[config.mk]
export PLATFORM = sky130hd
export DESIGN_NAME = wb_arbiter
export DESIGN_NICKNAME = d
export VERILOG_FILES = /design/src/rtl/wb_arbiter_pkg.sv /design/src/rtl/wb_fifo.sv /design/src/rtl/wb_arbiter.sv
export SDC_FILE = /design/constraint.sdc
export NUM_CORES = 1
export LEC_CHECK = 0
export CAP_MARGIN = 20
export CORE_MARGIN = 2
export CORE_UTILIZATION = 30
export DETAILED_ROUTE_END_ITERATION = 7
export GPL_TIMING_DRIVEN = 0
export PLACE_DENSITY = 0.5
export SYNTH_ARGS = -nofsm -noshare
export SYNTH_HDL_FRONTEND = slang
export SYNTH_SLANG_ARGS = --single-unit
[constraint.sdc]
create_clock -name clk -period 4.42 [get_ports clk]
set_input_delay 0.442 -clock clk [delete_from_list [all_inputs] [get_ports clk]]
set_output_delay 0.442 -clock clk [all_outputs]
set_load 0.02 [all_outputs]
[src/rtl/wb_arbiter_pkg.sv]
// Shared widths and helpers for the writeback arbiter and its deferral buffer.
// REG_SIZE/REG_ADDR and WB_MUL_LAT are also used by the M1..M5 multiply pipe.
package wb_arbiter_pkg;

   localparam int REG_SIZE   = 32;
   localparam int REG_ADDR   = 5;
   localparam int WB_MUL_LAT = 5;

   typedef struct packed {
      logic                we;
      logic [REG_ADDR-1:0] wreg;
      logic [REG_SIZE-1:0] wdata;
   } wb_req_t;

   function automatic int cnt_width(input int depth);
      return $clog2(depth + 1);
   endfunction

endpackage

[src/rtl/wb_fifo.sv]
// Circular deferral buffer for displaced ALU results: per-entry valid bit,
// saturating age counter and a parallel register-compare squash.
module wb_fifo
   import wb_arbiter_pkg::*;
#(
   parameter int DEPTH   = 2,
   parameter int AGE_W   = 3,
   parameter int SQ_AGE  = 4,
   localparam int PTR_W  = (DEPTH > 1) ? $clog2(DEPTH) : 1,
   localparam int CNT_W  = cnt_width(DEPTH)
) (
   input  logic                clk,
   input  logic                reset,
   input  logic                push,
   input  logic [REG_ADDR-1:0] push_wreg,
   input  logic [REG_SIZE-1:0] push_wdata,
   input  logic                pop,
   input  logic                squash_en,
   input  logic [REG_ADDR-1:0] squash_wreg,
   output logic                head_valid,
   output logic [REG_ADDR-1:0] head_wreg,
   output logic [REG_SIZE-1:0] head_wdata,
   output logic [CNT_W-1:0]    count
);

   localparam logic [AGE_W-1:0] AGE_MAX = '1;

   logic [PTR_W-1:0]    head_q, head_d, tail_q, tail_d;
   logic [CNT_W-1:0]    count_q, count_d;
   logic                ent_vld   [DEPTH];
   logic [REG_ADDR-1:0] ent_wreg  [DEPTH];
   logic [REG_SIZE-1:0] ent_wdata [DEPTH];

   function automatic logic [PTR_W-1:0] wrap_inc(input logic [PTR_W-1:0] p);
      return (p == PTR_W'(DEPTH - 1)) ? '0 : p + PTR_W'(1);
   endfunction

   always_comb begin
      head_d  = pop  ? wrap_inc(head_q) : head_q;
      tail_d  = push ? wrap_inc(tail_q) : tail_q;
      count_d = count_q + CNT_W'(push) - CNT_W'(pop);
   end

   always_ff @(posedge clk or posedge reset) begin
      if (reset) begin
         head_q  <= '0;
         tail_q  <= '0;
         count_q <= '0;
      end else begin
         head_q  <= head_d;
         tail_q  <= tail_d;
         count_q <= count_d;
      end
   end

   genvar gi;
   for (gi = 0; gi < DEPTH; gi++) begin : g_ent
      logic                occ_q, occ_d, vld_q, vld_d;
      logic [AGE_W-1:0]    age_q, age_d;
      logic [REG_ADDR-1:0] wreg_q, wreg_d;
      logic [REG_SIZE-1:0] wdata_q, wdata_d;

      always_comb begin
         occ_d   = occ_q;
         vld_d   = vld_q;
         age_d   = age_q;
         wreg_d  = wreg_q;
         wdata_d = wdata_q;
         if (occ_q) begin
            if (age_q != AGE_MAX)
               age_d = age_q + AGE_W'(1);
            if (squash_en && vld_q && (wreg_q == squash_wreg) && (int'(age_q) > SQ_AGE))
               vld_d = 1'b0;
         end
         if (pop && (head_q == PTR_W'(gi))) begin
            occ_d = 1'b0;
            vld_d = 1'b0;
            age_d = '0;
         end
         // The completion cycle itself counts, so a fresh entry is already age 1.
         if (push && (tail_q == PTR_W'(gi))) begin
            occ_d   = 1'b1;
            vld_d   = 1'b1;
            age_d   = AGE_W'(1);
            wreg_d  = push_wreg;
            wdata_d = push_wdata;
         end
      end

      always_ff @(posedge clk or posedge reset) begin
         if (reset) begin
            occ_q   <= 1'b0;
            vld_q   <= 1'b0;
            age_q   <= '0;
            wreg_q  <= '0;
            wdata_q <= '0;
         end else begin
            occ_q   <= occ_d;
            vld_q   <= vld_d;
            age_q   <= age_d;
            wreg_q  <= wreg_d;
            wdata_q <= wdata_d;
         end
      end

      assign ent_vld[gi]   = vld_q;
      assign ent_wreg[gi]  = wreg_q;
      assign ent_wdata[gi] = wdata_q;
   end

   assign head_valid = ent_vld[head_q];
   assign head_wreg  = ent_wreg[head_q];
   assign head_wdata = ent_wdata[head_q];
   assign count      = count_q;

endmodule

[src/rtl/wb_arbiter.sv]
// Regfile write-port arbiter: multiply always wins, displaced ALU results are deferred.
// Optional macro WB_R0_FILTER_EN suppresses all writes to r0.
module wb_arbiter
   import wb_arbiter_pkg::*;
#(
   parameter int DEPTH   = 2,
   parameter int MUL_LAT = WB_MUL_LAT,
   parameter int ALU_LAT = 1,
   parameter int AGE_W   = 3
) (
   input  logic                clk,
   input  logic                reset,
   input  logic                alu_valid,
   input  logic [REG_ADDR-1:0] alu_wreg,
   input  logic [REG_SIZE-1:0] alu_wdata,
   input  logic                mul_valid,
   input  logic [REG_ADDR-1:0] mul_wreg,
   input  logic [REG_SIZE-1:0] mul_wdata,
   output logic                regwrite,
   output logic [REG_ADDR-1:0] wreg,
   output logic [REG_SIZE-1:0] wdata,
   output logic                alu_stall,
   output logic                err_overflow
);

   localparam int CNT_W = cnt_width(DEPTH);

   logic                regwrite_q, regwrite_d;
   logic [REG_ADDR-1:0] wreg_q, wreg_d;
   logic [REG_SIZE-1:0] wdata_q, wdata_d;
   logic                err_q, err_d;

   wb_req_t             sel;
   logic                pop, push, bypass, alu_keep, want_push, full;
   logic                head_valid;
   logic [REG_ADDR-1:0] head_wreg;
   logic [REG_SIZE-1:0] head_wdata;
   logic [CNT_W-1:0]    count;

   wb_fifo #(
      .DEPTH  (DEPTH),
      .AGE_W  (AGE_W),
      .SQ_AGE (MUL_LAT - ALU_LAT)
   ) u_fifo (
      .clk         (clk),
      .reset       (reset),
      .push        (push),
      .push_wreg   (alu_wreg),
      .push_wdata  (alu_wdata),
      .pop         (pop),
      .squash_en   (mul_valid),
      .squash_wreg (mul_wreg),
      .head_valid  (head_valid),
      .head_wreg   (head_wreg),
      .head_wdata  (head_wdata),
      .count       (count)
   );

   always_comb begin
      sel.we    = 1'b0;
      sel.wreg  = alu_wreg;
      sel.wdata = alu_wdata;
      pop       = 1'b0;
      bypass    = 1'b0;
      if (mul_valid) begin
         sel.we    = 1'b1;
         sel.wreg  = mul_wreg;
         sel.wdata = mul_wdata;
      end else if (count != '0) begin
         pop       = 1'b1;
         sel.we    = head_valid;
         sel.wreg  = head_wreg;
         sel.wdata = head_wdata;
      end else if (alu_valid) begin
         sel.we = 1'b1;
         bypass = 1'b1;
      end
`ifdef WB_R0_FILTER_EN
      if (sel.wreg == '0)
         sel.we = 1'b0;
      alu_keep = alu_valid && (alu_wreg != '0);
`else
      alu_keep = alu_valid;
`endif
      full      = (count == CNT_W'(DEPTH));
      want_push = alu_keep && !bypass;
      // A full buffer can still accept if its head drains in the same cycle.
      push      = want_push && !(full && !pop);

      regwrite_d = sel.we;
      wreg_d     = sel.we ? sel.wreg  : wreg_q;
      wdata_d    = sel.we ? sel.wdata : wdata_q;
      err_d      = err_q || (want_push && full && !pop);
   end

   always_ff @(posedge clk or posedge reset) begin
      if (reset) begin
         regwrite_q <= 1'b0;
         wreg_q     <= '0;
         wdata_q    <= '0;
         err_q      <= 1'b0;
      end else begin
         regwrite_q <= regwrite_d;
         wreg_q     <= wreg_d;
         wdata_q    <= wdata_d;
         err_q      <= err_d;
      end
   end

   assign regwrite     = regwrite_q;
   assign wreg         = wreg_q;
   assign wdata        = wdata_q;
   assign err_overflow = err_q;
   assign alu_stall    = (count >= CNT_W'(DEPTH - 1));

endmodule

# [Word level (Yosys, flattened, before mapping)]
# Index checks and enable logic that the tools add are counted.
# Widths: inputs -> output; s select.
[word_totals] register_bits=127 latch_bits=0 input_bits=78 mem_count=0 rom_bits=0 ram_bits=0 out_inout_bits=40 wordCells=106
[classes] n_lt_le_gt_ge=4 n_reduce_logical=32 n_eq_ne=5 shifts=0 n_div=0 n_addsub=6 bitwise_logic=3 multipliers=0 n_mux=39
[ops] op="$mux 32" count=3
[ops] op="$mux 38" count=1
[ops] op="$mux 37" count=1
[ops] op="$mux 3" count=8
[ops] op="$mux 1" count=23
[ops] op="$reduce_bool 3->1" count=6
[ops] op="$logic_and 1x1->1" count=15
[ops] op="$mux 5" count=3
[ops] op="$eq 5x5->1" count=2
[ops] op="$reduce_and 2->1" count=4
[ops] op="$add 3x1->3 const B" count=2
[ops] op="$gt 3x3->1 const B" count=2
[ops] op="$ne 3x3->1 const B" count=2
[ops] op="$reduce_bool 2->1" count=3
[ops] op="$logic_not 1->1" count=3
[ops] op="$add 1x1->1 const B" count=2
[ops] op="$add 2x1->2" count=1
[ops] op="$eq 2x2->1 const B" count=1
[ops] op="$ge 2x1->1 const B" count=1
[ops] op="$ge 2x2->1 const B" count=1
[ops] op="$not 1->1" count=2
[ops] op="$not 1->2" count=1
[ops] op="$sub 2x1->2" count=1
[ops] op="$logic_or 1x1->1" count=1

# [Longest topological paths before layout]
# Gate-level depths: netlist (run 1).
[depth] depth_word=10 mapped_depth=8 depth_no_buf=7

# [Hierarchy]
# A second synthesis (run 1) with hierarchy kept.
[hier_totals] hier_cells=503 area_unflattened_um2=6666.4
[by_module_without_submodules] module="wb_fifo" cells_each=279 area_each_um2=4196.5 n_inst=1 seq_area_each_um2=2202.1
[by_module_without_submodules] module="wb_arbiter" cells_each=224 area_each_um2=2469.9 n_inst=1 seq_area_each_um2=975.9

# [Worst setup path before layout (run 1)]
# OpenSTA, ideal clock, no wires.
[synth_path] kind="register -> register" from="register u_fifo.count_q[0] (netlist: u_fifo.count[0])" to="register u_fifo.count_q[1] (netlist: u_fifo.count[1])" setup_time_ps=133 required_ps=4287 synth_period_minus_slack_ps=1842 arrival_ps=1709 n_path_buf=2 path_stages_with_launch=9 path_slack_ps=2578 path_cell_list="dfrtp_1 -> buf_2 -> buf_1 -> inv_1 -> ha_1 -> inv_1 -> ha_1 -> xnor2_1 -> xnor2_1"
[synth_between] elab_chain_len=9 elab_cells_between_ends=14 classes_between="add/sub: 2; eq/ne: 1; mux: 4; reduce/logical: 7"
[synth_lines] element="start: declaration" line="wb_fifo.sv:29" text="logic [CNT_W-1:0] count_q, count_d;"
[synth_lines] element="start signal: assignment" line="wb_fifo.sv:52" text="count_q <= count_d;"
[synth_lines] element="$reduce_bool 2->1" line="wb_arbiter.sv:69" text="end else if (count != '0) begin"
[synth_lines] element="$mux 1" line="wb_arbiter.sv:69"
[synth_lines] element="$mux 1" line="wb_arbiter.sv:65" text="if (mul_valid) begin"
[synth_lines] element="$logic_not 1->1" line="wb_arbiter.sv:88" text="push = want_push && !(full && !pop);"
[synth_lines] element="$logic_and 1x1->1" line="wb_arbiter.sv:88"
[synth_lines] element="$logic_not 1->1" line="wb_arbiter.sv:88"
[synth_lines] element="$logic_and 1x1->1" line="wb_arbiter.sv:88"
[synth_lines] element="$add 2x1->2" line="wb_fifo.sv:41" text="count_d = count_q + CNT_W'(push) - CNT_W'(pop);"
[synth_lines] element="$sub 2x1->2 *" line="wb_fifo.sv:41"
[synth_lines] element="named net u_fifo.count_d[1]" line="wb_fifo.sv:29"
# Mark *: on every way through the listed nets, which the timed path passes. The rest lies on a longest branch.
# A chain may end at the register's enable or synchronous reset.

# [Worst setup path after layout (run 1)]
[layout_path] from="register u_fifo.count_q[1] (netlist: u_fifo.count[1])" to="output alu_stall"
[layout_between] elab_chain_len=1
[layout_lines] element="$ge 2x1->1" line="wb_arbiter.sv:114" text="assign alu_stall = (count >= CNT_W'(DEPTH - 1));"
[layout_lines] element="end: declaration" line="wb_arbiter.sv:22" text="output logic alu_stall,"
# No other way between the ends.

==> impl_metrics.py, run 1 <==
metrics = {
    "worst_setup_path": {
        "cp-endpoint": "alu_stall",
        "worstPathMaxFanout": 10,
        "crit_start": "u_fifo.count[1]$_DFF_PP0_",
        "rr_worst_depth": 8,
        "r2r-end": "u_fifo.count[1]$_DFF_PP0_",
        "critical_path_arrival_ns": 2.23,
        "ff2ff_setup_slack_ns": 2.16,
        "worstPathRequired_ns": 3.98,
        "critPathLaunchType": "flip-flop",
        "crit_path_end_kind": "primary output",
        "worstReg2RegStart": "u_fifo.count[0]$_DFF_PP0_",
        "path_class": "reg2out",
    },
    "timing": {
        "timing.final.hold_violations": 0,
        "hold_slack_ns": 0.437,
        "rsz0062_at_grt": "no",
        "period_minus_slack_ns": 2.68,
        "fin_skew_ns": 0.00852,
        "fin_setup_tns_ns": 0,
        "tightest_slew_ns": 0.671,
        "slew_violations": 0,
        "timing.fmax_mhz": 374,
        "relSlewSlack_pct": 55.3,
        "fin_crit_sh_pct": 60.6,
        "setup_viol": 0,
    },
    "routing": {
        "ant_nets": 0,
        "totalWireLength_um": 17000,
        "drtIter0Drc": 197,
        "wire_per_inst_um": 17.7,
        "vias": 4552,
        "vias_per_cell": 4.75,
        "dr.pass1.iters": 4,
        "drc": 0,
    },
    "power_and_ir_drop": {
        "irDropWorstVdd_v": 0.000333,
        "p_clk_share_pct": 20.4,
        "combPwrFrac_pct": 47.9,
        "cellPowerDensity_mw_per_mm2": 793,
        "internal-power_mw": 4.20,
        "power_frac_seq_pct": 31.6,
        "p_leak_nw": 3.71,
        "sw_frac_of_total_pct": 36.6,
        "netSwitchingPower_mw": 2.43,
    },
    "clock_tree": {
        "clk_latency_ns": 0.41,
        "cts_resized": 0,
        "clkSinkCount": 127,
        "postCtsHoldBufs": 0,
        "cts_setup_buffers": 0,
        "cts_tree": "done",
        "path_clk_slew_ns": 0.06,
        "cts_buffers": 17,
        "clk_path_buf_depth": 2,
        "htreeDepth": 4,
        "cts-root-buf": "clkbuf_16",
    },
    "grt": {
        "antenna_found_initial": 0,
        "grt_pass1_vias": 4949,
        "grt_overflow": 0,
        "grtUsageTotal_pct": 16.1,
        "grt_max_degree": 81,
        "grt_pass1_wl_um": 27100,
    },
    "flow_run": {
        "maxCapViolCount": 0,
    },
    "finish": {
        "drive_above_1_share_pct": 18.6,
        "stdcell_count": 958,
        "final_nets": 762,
        "layout_common_cells": "dfrtp_1, clkdlybuf4s50_1, mux2i_1",
        "final_common_cell": "dfrtp_1",
        "insertedDiodeCount": 0,
        "area_growth_pct": 33.6,
    },
    "logic_synthesis": {
        "yosys_register_bits": 127,
        "synth_fp_nets": 626,
        "synth_area_mm2": 0.00625,
        "syn_inst": 540,
        "synth_cell_type_count": 32,
        "ys_seq_area_share_pct": 50.8,
        "postSynthAreaPerCell_um2": 11.6,
        "yosysWarnings": 0,
    },
    "placement": {
        "gp_congestion": 0.797,
        "io_buffers": 116,
        "placed_cells": 927,
        "dp_hpwl_um": 11800,
    },
    "floorplan": {
        "die_y_um": 148,
        "fp.dieArea_mm2": 0.0220,
        "row_count": 52,
        "die_w_um": 148,
        "start_util_pct": 30.7,
        "core_area_mm2": 0.0204,
        "io-pin-count": 118,
    },
    "run_status": {
        "outcome": "finished, final reports clean",
    },
    "hold_path": {
        "hp-class": "in2async",
    },
}
-- per-stage QoR --
step	total power, mW	cell area, µm²	utilization [%]	setup WS, ns
6_report	6.63	8350	41.0	1.74
3_5_place_dp	5.32	7780	38.2	2.07
2_1_floorplan	4.25	6250	-	0.594
4_1_cts	6.71	8350	41.0	1.70
3_3_place_gp	5.21	7750	38.1	-1.28
5_1_grt	7.09	8350	41.0	1.56
-- sequential cells by signal, summed over array words and instances (netlist names) --
name                  flops
u_fifo.g_ent.wdata_q     64
wdata                    32
u_fifo.g_ent.wreg_q      10
u_fifo.g_ent.age_q        6
wreg                      5
u_fifo.count              2
u_fifo.g_ent.occ_q        2
u_fifo.g_ent.vld_q        2
err_overflow              1
regwrite                  1
u_fifo.head_q             1
u_fifo.tail_q             1
-- routing by layer --
metal	wire length (µm)	track usage (%)
met1	8100	21.6
met2	7790	25.5
met3	979	5.43
met4	104	3.52
met5	0	0
-- worst min-delay path by stage --
| stage | start | to | slack (ns) |
|---|---|---|---|
| 2_1_floorplan | u_fifo.g_ent[1].occ_q$_DFFE_PP0P_ | u_fifo.g_ent[1].occ_q$_DFFE_PP0P_ | 0.46 |
| 3_3_place_gp | err_overflow$_DFF_PP0_ | err_overflow$_DFF_PP0_ | 0.46 |
| 3_5_place_dp | err_overflow$_DFF_PP0_ | err_overflow$_DFF_PP0_ | 0.46 |
| 4_1_cts | reset | wdata[21]$_DFFE_PP0P_ | 0.45 |
| 5_1_grt | reset | wdata[21]$_DFFE_PP0P_ | 0.46 |
| 6_report | reset | wdata[21]$_DFFE_PP0P_ | 0.44 |
-- cell families after synthesis --
logic type | count (synthesis) | share of synthesized area, %
fa+ha+maj | 8 | 1.60
mux | 151 | 26.6
simple gates | 104 | 7.60
buf+inv | 50 | 4.04
flops | 127 | 50.8
compound gates | 84 | 6.94
xor+xnor | 16 | 2.36
-- critical path, cell delays in order, from the launching register on --
cell	delay (ns)
dfrtp_1	0.32
buf_4	0.15
nor2_2	0.06
inv_1	0.12
clkbuf_1	0.45
clkdlybuf4s50_1	0.73
-- final cells by class --
type,count,area [µm²]
clock buffer,24,482
fill,1921,12000
tap,270,338
timing repair buffer,117,1190
inverter,11,46.3
sequential,127,3180
multi-input combinational,363,2820
buffer,39,211
clock inverter,7,85.1
-- synth_stat cells --
cell type  number  share of area (%)
dfrtp_1       127                 51
mux2i_1        77                 12
mux2_2         58                 10
nand2_1        45                2.7
nor3_1         41                3.3
a21oi_1        40                3.2
o21ai_0        38                3.0
clkbuf_1       16               0.96
mux2_4         16                3.8
buf_2          13                1.0
inv_1          11               0.66
xor2_1         11                1.5
ha_1            8                1.6
nor2_1          6               0.36
buf_6           5               0.90
xnor2_1         4               0.56
buf_4           3               0.36
buf_1           2               0.12
nand4_1         2               0.20
nor2b_1         2               0.20
nor4_1          2               0.20
o21ai_1         2               0.16
or4_1           2               0.24
a41o_1          1               0.16
nand3b_1        1               0.12
nor2_2          1               0.10
o211ai_1        1               0.12
o21ai_2         1               0.14
o31ai_1         1               0.12
or2_1           1               0.10
or2_2           1               0.10
xor2_2          1               0.26
-- power groups by stage --
| stage | clock, mW | sequential, mW | combinational [mW] |
|---|---|---|---|
| 2_1_floorplan | 0 | 2.24 | 2.01 |
| 3_3_place_gp | 0 | 2.08 | 3.14 |
| 3_5_place_dp | 0 | 2.11 | 3.21 |
| 4_1_cts | 1.40 | 2.10 | 3.22 |
| 5_1_grt | 1.45 | 2.17 | 3.47 |
| 6_report | 1.35 | 2.10 | 3.18 |
Note: power is estimated with default switching activity, not from simulation.
==> run 2: changes to the inputs <==
==> constraint.sdc (replaced) <==
create_clock -name clk -period 2.5 [get_ports clk]
set_input_delay 0.25 -clock clk [delete_from_list [all_inputs] [get_ports clk]]
set_output_delay 0.25 -clock clk [all_outputs]
set_load 0.02 [all_outputs]
==> impl_metrics.py, run 2 (same netlist as run 1, synthesis figures left out) <==
metrics = {
    "worst_setup_path": {
        "cp.buffers_inverters": 4,
        "r2r-end": "u_fifo.count[1]$_DFF_PP0_",
        "path_cells": "buf_2, buf_1, inv_1, ha_1, inv_1, ha_1, xnor2_1, xnor2_1",
        "ff2ff_setup_slack_ns": 0.20,
        "critical_path_arrival_ns": 2.56,
        "rr_worst_depth": 8,
        "crit_path_end_kind": "flip-flop",
        "path_class": "reg2reg",
        "critPathLaunchType": "flip-flop",
        "worstPathRequired_ns": 2.76,
        "crit_start": "u_fifo.count[0]$_DFF_PP0_",
        "max_stage_delay_ns": 0.48,
        "cpMaxStageDelayCell": "buf_1",
        "path_delay_family": "buffers and inverters",
        "worstReg2RegStart": "u_fifo.count[0]$_DFF_PP0_",
        "worstPathMaxFanout": 10,
    },
    "grt": {
        "grtUsageTotal_pct": 16.0,
        "grt_pass1_vias": 4936,
        "antenna_found_initial": 0,
        "grt_overflow": 0,
        "grt_pass1_wl_um": 27000,
        "grt_max_degree": 40,
    },
    "clock_tree": {
        "cts_setup_buffers": 0,
        "clkSinkCount": 127,
        "cts-root-buf": "clkbuf_16",
        "clk_latency_ns": 0.41,
        "path_clk_slew_ns": 0.06,
        "clk_path_buf_depth": 2,
        "htreeDepth": 4,
        "cts_tree": "done",
        "cts_buffers": 17,
    },
    "timing": {
        "timing.final.hold_violations": 0,
        "tightest_slew_ns": 0.929,
        "slew_violations": 0,
        "fin_setup_tns_ns": 0,
        "fin_crit_sh_pct": 91.8,
        "relSlewSlack_pct": 37.9,
        "rsz0062_at_grt": "no",
        "setup_viol": 0,
        "timing.fmax_mhz": 436,
        "setup_ws_ns": 0.204,
        "period_minus_slack_ns": 2.30,
        "fin_skew_ns": 0.00848,
    },
    "power_and_ir_drop": {
        "sw_frac_of_total_pct": 36.4,
        "power_frac_seq_pct": 31.5,
        "p_clk_share_pct": 20.7,
        "combPwrFrac_pct": 47.8,
        "netSwitchingPower_mw": 4.29,
        "p_leak_nw": 3.73,
        "internal-power_mw": 7.49,
        "irDropWorstVdd_v": 0.000821,
        "cellPowerDensity_mw_per_mm2": 1400,
    },
    "placement": {
        "placed_cells": 929,
        "placed_cell_area_mm2": 0.00782,
        "place_ws_ns": 0.210,
        "io_buffers": 116,
        "dp_hpwl_um": 12000,
        "gp_congestion": 0.800,
    },
    "routing": {
        "vias": 4587,
        "totalWireLength_um": 17000,
        "vias_per_cell": 4.78,
        "wire_per_inst_um": 17.8,
        "dr.pass1.iters": 5,
        "drtIter0Drc": 154,
        "ant_nets": 0,
        "drc": 0,
    },
    "finish": {
        "final_nets": 764,
        "stdcell_area_mm2": 0.00840,
        "stdcell_count": 960,
        "drive_above_1_share_pct": 19.1,
        "fillerInstances": 1938,
        "fin_util_pct": 41.3,
        "largest_reg_flops": 64,
        "final_common_cell": "dfrtp_1",
        "top_register": "u_fifo.g_ent.wdata_q",
        "area_growth_pct": 34.4,
        "layout_common_cells": "dfrtp_1, clkdlybuf4s50_1, mux2i_1",
        "insertedDiodeCount": 0,
    },
    "flow_run": {
        "maxCapViolCount": 0,
    },
    "run_status": {
        "outcome": "finished, final reports clean",
    },
    "floorplan": {
        "fp.dieArea_mm2": 0.0220,
        "die_y_um": 148,
        "io-pin-count": 118,
        "start_util_pct": 30.7,
        "core_area_mm2": 0.0204,
        "die_w_um": 148,
        "row_count": 52,
    },
    "hold_path": {
        "hp-class": "in2async",
    },
}
## run 2: changes by cell type in the layout (fill, tap and decap cells not counted)
cell,before,now
buf_12,0,3
clkbuf_1,20,18
clkbuf_8,3,5
buf_16,1,0
clkbuf_2,0,1
clkinv_2,5,4
clkinvlp_4,0,1
inv_6,1,0
## run 2: area by class of cell
class / instances / area (µm²) / area share (%)
repair buffers: 119 / 1220 / 14.5
plain buffers: 39 / 213 / 2.53
clock inverters: 6 / 80.1 / 0.953
flip-flops and latches: 127 / 3180 / 37.8
clock buffers: 25 / 505 / 6.02
inverters: 11 / 45.0 / 0.536
multi-input cells: 363 / 2820 / 33.6
well taps: 270 / 338 / 4.02
## run 2: routing by layer
layer | global-route usage [%] | vias up | wire, µm
li1 | - | 2182 | -
met4 | 4.05 | 0 | 189
met5 | 0 | - | 0
met2 | 25.4 | 116 | 7870
met3 | 4.72 | 10 | 857
met1 | 21.6 | 2279 | 8130
## run 2: worst max-delay path by stage
stage                                            to  slack, ns  cells after the start
after floorplan           u_fifo.count[1]$_DFF_PP0_       0.66                      8
final                     u_fifo.count[1]$_DFF_PP0_       0.20                      8
after CTS                                 alu_stall       0.02                      5
after global placement         wdata[8]$_DFFE_PP0P_      -0.56                      2
after global routing      u_fifo.count[1]$_DFF_PP0_       0.06                      8
after detailed placement  u_fifo.count[1]$_DFF_PP0_       0.21                      8
## run 2: stage by stage
step / hold WS (ns) / total power [mW]
2_1_floorplan: 0.371 / 7.52
3_3_place_gp: 0.467 / 9.23
3_5_place_dp: 0.467 / 9.40
4_1_cts: 0.391 / 11.9
5_1_grt: 0.394 / 12.6
6_report: 0.383 / 11.8
## run 2: what timing repair did
item,4_1_cts,5_1_grt
hold buffers,0,0
setup endpoints to repair,0,1
resized for setup,0,2
## run 2: power by group through the flow
| stage | sequential [mW] | clock (mW) | combinational [mW] |
|---|---|---|---|
| floorplan | 3.96 | 0 | 3.56 |
| detailed placement | 3.73 | 0 | 5.67 |
| finish | 3.71 | 2.45 | 5.63 |
| CTS | 3.70 | 2.51 | 5.70 |
| global placement | 3.67 | 0 | 5.56 |
| global route | 3.84 | 2.60 | 6.15 |
==> run 3: changes to the inputs <==
--- a/config.mk
+++ b/config.mk
@@ -5,6 +5,7 @@
 export SDC_FILE = /design/constraint.sdc
 export NUM_CORES = 1
 export LEC_CHECK = 0
+export ABC_CLOCK_PERIOD_IN_PS = 2500
 export CAP_MARGIN = 20
 export CORE_MARGIN = 2
 export CORE_UTILIZATION = 30
@@ -14,3 +15,4 @@
 export SYNTH_ARGS = -nofsm -noshare
 export SYNTH_HDL_FRONTEND = slang
 export SYNTH_SLANG_ARGS = --single-unit
+export TNS_END_PERCENT = 50
==> results of run 3 <==
Final layout, timing and power as in run 2 (identical DEF).
